## src/rtl/blit_write_buffer.sv

```systemverilog
// Write combiner and FIFO at the end of the blitter pixel pipeline. Byte writes to the
// same 32-bit word merge into one masked word write, which then queues for the memory arbiter.
module blit_write_buffer #(
  parameter int unsigned DEPTH = 8,
  parameter int unsigned SKID  = 2
) (
  input  logic        clock,
  input  logic        reset_n,
  input  logic [25:0] p5_addr,
  input  logic [7:0]  p5_data,
  input  logic        p5_write,
  input  logic        p5_idle,
  output logic        blit_stall,
  output logic        mem_request,
  output logic [25:0] mem_addr,
  output logic [31:0] mem_wdata,
  output logic [3:0]  mem_wstrb,
  input  logic        mem_ready,
  output logic        wb_idle,
  output logic        overflow
);

  localparam int unsigned PTR_W = $clog2(DEPTH);
  localparam int unsigned CNT_W = $clog2(DEPTH + 1);
  localparam logic [CNT_W-1:0] FULL_CNT  = CNT_W'(DEPTH);
  localparam logic [CNT_W-1:0] STALL_CNT = CNT_W'(DEPTH - SKID);

  logic [23:0] cr_word;
  logic [31:0] cr_data;
  logic [3:0]  cr_strb;
  logic        cr_open;

  logic [23:0] fifo_word [DEPTH];
  logic [31:0] fifo_data [DEPTH];
  logic [3:0]  fifo_strb [DEPTH];
  logic [PTR_W-1:0] rd_ptr;
  logic [PTR_W-1:0] wr_ptr;
  logic [CNT_W-1:0] count;
  logic [CNT_W-1:0] count_next;

  logic [1:0]  lane;
  logic [23:0] in_word;
  logic [3:0]  lane_strb;
  logic [31:0] lane_data;
  logic [31:0] lane_mask;
  logic [31:0] merged_data;
  logic [3:0]  merged_strb;

  logic        push;
  logic [23:0] push_word;
  logic [31:0] push_data;
  logic [3:0]  push_strb;
  logic [23:0] cr_word_next;
  logic [31:0] cr_data_next;
  logic [3:0]  cr_strb_next;

  logic        pop;
  logic        full;
  logic        push_ok;
  logic        push_drop;

  assign cr_open     = (cr_strb != 4'h0);
  assign lane        = p5_addr[1:0];
  assign in_word     = p5_addr[25:2];
  assign lane_strb   = 4'b0001 << lane;
  assign lane_data   = {24'h0, p5_data} << {lane, 3'b000};
  assign lane_mask   = {{8{lane_strb[3]}}, {8{lane_strb[2]}}, {8{lane_strb[1]}}, {8{lane_strb[0]}}};
  assign merged_data = (cr_data & ~lane_mask) | lane_data;
  assign merged_strb = cr_strb | lane_strb;

  // Combining register decisions, highest priority first.
  always_comb begin
    push         = 1'b0;
    push_word    = cr_word;
    push_data    = cr_data;
    push_strb    = cr_strb;
    cr_word_next = cr_word;
    cr_data_next = cr_data;
    cr_strb_next = cr_strb;
    if (p5_write) begin
      if (!cr_open) begin
        cr_word_next = in_word;
        cr_data_next = lane_data;
        cr_strb_next = lane_strb;
      end else if (in_word == cr_word) begin
        if (merged_strb == 4'hF) begin
          push         = 1'b1;
          push_data    = merged_data;
          push_strb    = 4'hF;
          cr_data_next = 32'h0;
          cr_strb_next = 4'h0;
        end else begin
          cr_data_next = merged_data;
          cr_strb_next = merged_strb;
        end
      end else begin
        push         = 1'b1;
        cr_word_next = in_word;
        cr_data_next = lane_data;
        cr_strb_next = lane_strb;
      end
    end else if (p5_idle && cr_open) begin
      push         = 1'b1;
      cr_data_next = 32'h0;
      cr_strb_next = 4'h0;
    end
  end

  assign pop        = mem_request && mem_ready;
  assign full       = (count == FULL_CNT);
  assign push_ok    = push && (!full || pop);
  assign push_drop  = push && full && !pop;
  assign count_next = count + CNT_W'(push_ok) - CNT_W'(pop);

  always_ff @(posedge clock or negedge reset_n) begin
    if (!reset_n) begin
      cr_word    <= 24'h0;
      cr_data    <= 32'h0;
      cr_strb    <= 4'h0;
      rd_ptr     <= '0;
      wr_ptr     <= '0;
      count      <= '0;
      blit_stall <= 1'b0;
      overflow   <= 1'b0;
    end else begin
      cr_word    <= cr_word_next;
      cr_data    <= cr_data_next;
      cr_strb    <= cr_strb_next;
      count      <= count_next;
      blit_stall <= (count_next >= STALL_CNT);
      if (push_ok) wr_ptr <= wr_ptr + PTR_W'(1);
      if (pop)     rd_ptr <= rd_ptr + PTR_W'(1);
      if (push_drop) overflow <= 1'b1;
    end
  end

  // Storage needs no reset: nothing is read until count says an entry is valid.
  always_ff @(posedge clock) begin
    if (push_ok) begin
      fifo_word[wr_ptr] <= push_word;
      fifo_data[wr_ptr] <= push_data;
      fifo_strb[wr_ptr] <= push_strb;
    end
  end

  assign mem_request = (count != '0);
  assign mem_addr    = mem_request ? {fifo_word[rd_ptr], 2'b00} : 26'h0;
  assign mem_wdata   = mem_request ? fifo_data[rd_ptr] : 32'h0;
  assign mem_wstrb   = mem_request ? fifo_strb[rd_ptr] : 4'h0;
  assign wb_idle     = p5_idle && !cr_open && !mem_request && !p5_write;

endmodule

```

## config.mk

```make
export PLATFORM = sky130hd
export DESIGN_NAME = blit_write_buffer
export DESIGN_NICKNAME = d
export VERILOG_FILES = /design/src/rtl/blit_write_buffer.sv
export SDC_FILE = /design/constraint.sdc
export NUM_CORES = 1
export LEC_CHECK = 0
export ABC_AREA = 1
export BUFFER_PORTS_ARGS = -buffer_cell sky130_fd_sc_hd__buf_4
export CAP_MARGIN = 20
export CORE_ASPECT_RATIO = 1.4
export CORE_MARGIN = 5
export CORE_UTILIZATION = 48
export CTS_CLUSTER_DIAMETER = 100
export DETAILED_ROUTE_END_ITERATION = 8
export HOLD_SLACK_MARGIN = 0.15
export PLACE_DENSITY = 0.67
export SYNTH_ARGS = -nofsm -noshare
export SYNTH_HDL_FRONTEND = slang
export SYNTH_SLANG_ARGS = --single-unit
```

## constraint.sdc

```tcl
create_clock -name clock -period 5.7 [get_ports clock]
set_input_delay 1.425 -clock clock [delete_from_list [all_inputs] [get_ports clock]]
set_output_delay 1.425 -clock clock [all_outputs]
set_load 0.01 [all_outputs]
```

==> flow_metrics.env <==
export IMPL_syn_avg_cell_area_um2=11.27
export IMPL_antenna_cells=0
export IMPL_synth_async_reset_ratio=0.1304
export IMPL_clockBufferDepth=3
export IMPL_max_cap_viol_count=0
export IMPL_ant_nets=0
export IMPL_p_int_w=0.008418
export IMPL_cts_setup_buffers=0
export IMPL_cp_max_fo=212
export IMPL_dp_slack_ns=1.274
export IMPL_wl_per_cell_um=20.78
export IMPL_fp_dieW_um=195.7
export IMPL_start_kind="flop"
export IMPL_vdd_drop_max_mv=0.5070
export IMPL_drive_above_1_share=0.1117
export IMPL_fmax_ghz=0.2086
export IMPL_grt_pass1_vias=15740
export IMPL_num_rows=95
export IMPL_cp_required_ns=4.28
export IMPL_clockPowerShare=0.246
export IMPL_cp_common_cell="o21ai_0"
export IMPL_cts_max_level=2
export IMPL_grt_overflow=0
export IMPL_grt_pass1_wl_um=89680
export IMPL_pwr_share_comb=0.353
export IMPL_routed_wl_um=57750
export IMPL_synth_seq_cells=552
export IMPL_met2WireLength_um=29340
export IMPL_crit_chain="buf_12, o21ai_0, o22ai_1, o21ai_0, a31oi_1, buf_4"
export IMPL_routedLengthMet1_um=23650
export IMPL_p_per_area_mw_per_mm2=500.6
export IMPL_yosysSeqAreaShare=0.7000
export IMPL_rr_endpoint="fifo_data[7][17]"
export IMPL_fin_crit_ns=4.794
export IMPL_cts_sinks=552
export IMPL_via_per_inst=5.684
export IMPL_firstDrtPassIters=5
export IMPL_wl_met3_um=3327
export IMPL_critPathMaxStageDelay_ns=0.68
export IMPL_setup_violations=0
export IMPL_num_nets_final=2157
export IMPL_path_class="reg2out"
export IMPL_track_usage=0.2153
export IMPL_area_growth_syn_to_layout_pct=12.65
export IMPL_grt_max_degree=213
export IMPL_drt_iter0_drc=1322
export IMPL_ctsResizeCount=0
export IMPL_coreArea_mm2=0.04790
export IMPL_crit_path_top_delay_cell="dfrtp_4"
export IMPL_leakage_nw=9.509
export IMPL_syn_cell_area_mm2=0.02316
export IMPL_antenna_found_initial=1
export IMPL_fp_dieH_um=269.9
export IMPL_dr_total_vias=15800
export IMPL_min_from="cr_data[14]"
export IMPL_drv_slew=0
export IMPL_drcViolationCount=0
export IMPL_initial_core_util=0.4836
export IMPL_io_pins=105
export IMPL_rsz0062_at_grt="false"
export IMPL_synthDistinctLibCells=34
export IMPL_fin_skew_ns=0.01758
export IMPL_hold_end="cr_data[14]"
export IMPL_cp_end_kind="primary output"
export IMPL_root_buffer="clkbuf_16"
export IMPL_yosys_warnings=0
export IMPL_dieArea_mm2=0.05281
export IMPL_top_layer_used="met5"
export IMPL_clk_pin_slew_worst_paths_ns=0.06
export IMPL_finalWorstSetupSlack_ns=0.9063
export IMPL_final_cells=2779
export IMPL_numCtsBuffers=48
export IMPL_place_hpwl_um=32100
export IMPL_fin_util=0.5447
export IMPL_hold_viol=0
export IMPL_hold_class="reg2reg"
export IMPL_arrival_ns=3.37
export IMPL_relSlewSlack=0.3175
export IMPL_io_buffers=102
export IMPL_synth_edf_count=480
export IMPL_p_seq_frac=0.401
export IMPL_syn_inst=2055
export IMPL_clock_latency_ns=0.57
export IMPL_status="finished, final reports clean"
export IMPL_gp_congestion=0.8203
export IMPL_cts_tree="built"
export IMPL_worstMarginPinSlew_ns=1.013
export IMPL_swShare=0.3556
export IMPL_min_delay_path_depth=2
export IMPL_place_inst=2690
export IMPL_r2r_start="cr_word[21]"
export IMPL_fin_crit_sh=0.8410
export IMPL_ctsHoldBuffers=0
export IMPL_synthFlopType="edfxtp_1"
export IMPL_r2r_slack_ns=2.10
export IMPL_p_sw_w=0.004645
export IMPL_reg2reg_depth=7
-- flip-flops by register name, indices dropped and copies added (netlist names) --
register    flops
blit_stall      1
count           4
cr_data        32
cr_strb         4
cr_word        24
fifo_data     256
fifo_strb      32
fifo_word     192
overflow        1
rd_ptr          3
wr_ptr          3
-- layout by cell type (no fill, tap or decap), types with 2 or more instances in the layout --
master	instances
a21oi_2	6
nand4_2	2
buf_4	130
clkinv_1	4
o22ai_1	60
conb_1	2
xnor2_1	16
inv_1	74
clkbuf_1	16
inv_2	3
nand2_1	271
a21oi_1	8
nand3_1	20
nor2_4	5
clkbuf_8	6
nor2_1	410
dfrtp_1	70
a31oi_1	60
nand2_2	4
nand4_1	12
buf_12	6
edfxtp_1	480
o21bai_1	25
nor3_2	5
bufinv_16	3
o21ai_0	332
nand3_2	2
dfrtp_4	2
xor2_1	7
ha_1	7
clkinv_2	9
o21ai_1	33
clkbuf_16	50
-- worst max path at each step --
| stage | start | end | slack [ns] | cells after the start |
|---|---|---|---|---|
| 5_1_grt | rd_ptr[0] | mem_addr[21] | 0.74 | 6 |
| 2_1_floorplan | p5_addr[1] | fifo_data[5][0] | -1.15 | 9 |
| 6_report | rd_ptr[0] | mem_addr[21] | 0.91 | 6 |
| 4_1_cts | rd_ptr[0] | mem_addr[21] | 0.89 | 6 |
| 3_3_place_gp | p5_addr[0] | fifo_data[2][10] | 1.41 | 10 |
| 3_5_place_dp | p5_addr[18] | fifo_data[0][23] | 1.27 | 7 |
-- synthesized netlist by cell type, types with 8 or more instances --
master,count,area (µm²)
a21oi_1,8,40.04
a31oi_1,60,375.4
buf_1,13,48.80
buf_2,22,110.1
buf_4,13,97.59
clkbuf_1,81,304.0
dfrtp_1,72,1802
edfxtp_1,480,14410
inv_1,76,285.3
nand2_1,272,1021
nand3_1,20,100.1
nand4_1,12,75.07
nor2_1,414,1554
o21ai_0,332,1662
o21ai_1,33,165.2
o21bai_1,25,187.7
o22ai_1,60,375.4
xnor2_1,16,140.1
-- critical path: cells and delay by family (launching register included) --
kind,cells,cell delay (ns)
flops,1,0.68
buf+inv,2,0.85
compound gates,4,1.03
-- routing by layer --
layer / up-vias / global-route usage
li1: 7342 / -
met1: 7799 / 0.2820
met2: 559 / 0.3729
met3: 95 / 0.03057
met4: 2 / 0.06691
met5: - / 0
-- per-stage QoR --
| step | hold slack (ns) | TNS [ns] | power, W | instance area, µm² |
|---|---|---|---|---|
| floorplan | 0.4488 | -275.54 | 0.008045 | 23170 |
| global placement | 0.4618 | 0 | 0.009872 | 24530 |
| detailed placement | 0.4678 | 0 | 0.009990 | 24530 |
| CTS | 0.4825 | 0 | 0.01318 | 26090 |
| global route | 0.5126 | 0 | 0.01381 | 26090 |
| finish | 0.4844 | 0 | 0.01306 | 26090 |
-- cells by family after synthesis --
family	after synthesis	share of synthesized area
AND/OR/NAND/NOR	734	0.1241
flip-flops	552	0.7000
AO/OA/AOI/OAI	525	0.1238
buffers and inverters	212	0.03862
XOR/XNOR	23	0.008696
adder cells (fa/ha/maj)	8	0.004645
other	1	0.0001619
-- power groups by stage --
| stage | logic (W) | registers (W) | clock network [W] |
|---|---|---|---|
| finish | 0.00461 | 0.00523 | 0.00322 |
| global route | 0.00509 | 0.00528 | 0.00344 |
| CTS | 0.00468 | 0.00524 | 0.00326 |
| detailed placement | 0.00467 | 0.00532 | 0 |
| global placement | 0.00458 | 0.00530 | 0 |
| floorplan | 0.00277 | 0.00528 | 0 |
-- cell type report --
cell class | count | area (µm²)
Clock buffer | 72 | 1394
Clock inverter | 17 | 168.9
Fill cell | 3964 | 21810
Inverter | 80 | 309.0
Multi-Input combinational cell | 1292 | 6115
Sequential cell | 552 | 16220
Tap cell | 630 | 788.3
Timing Repair Buffer | 136 | 1096
(Power assumes the default switching activity.)
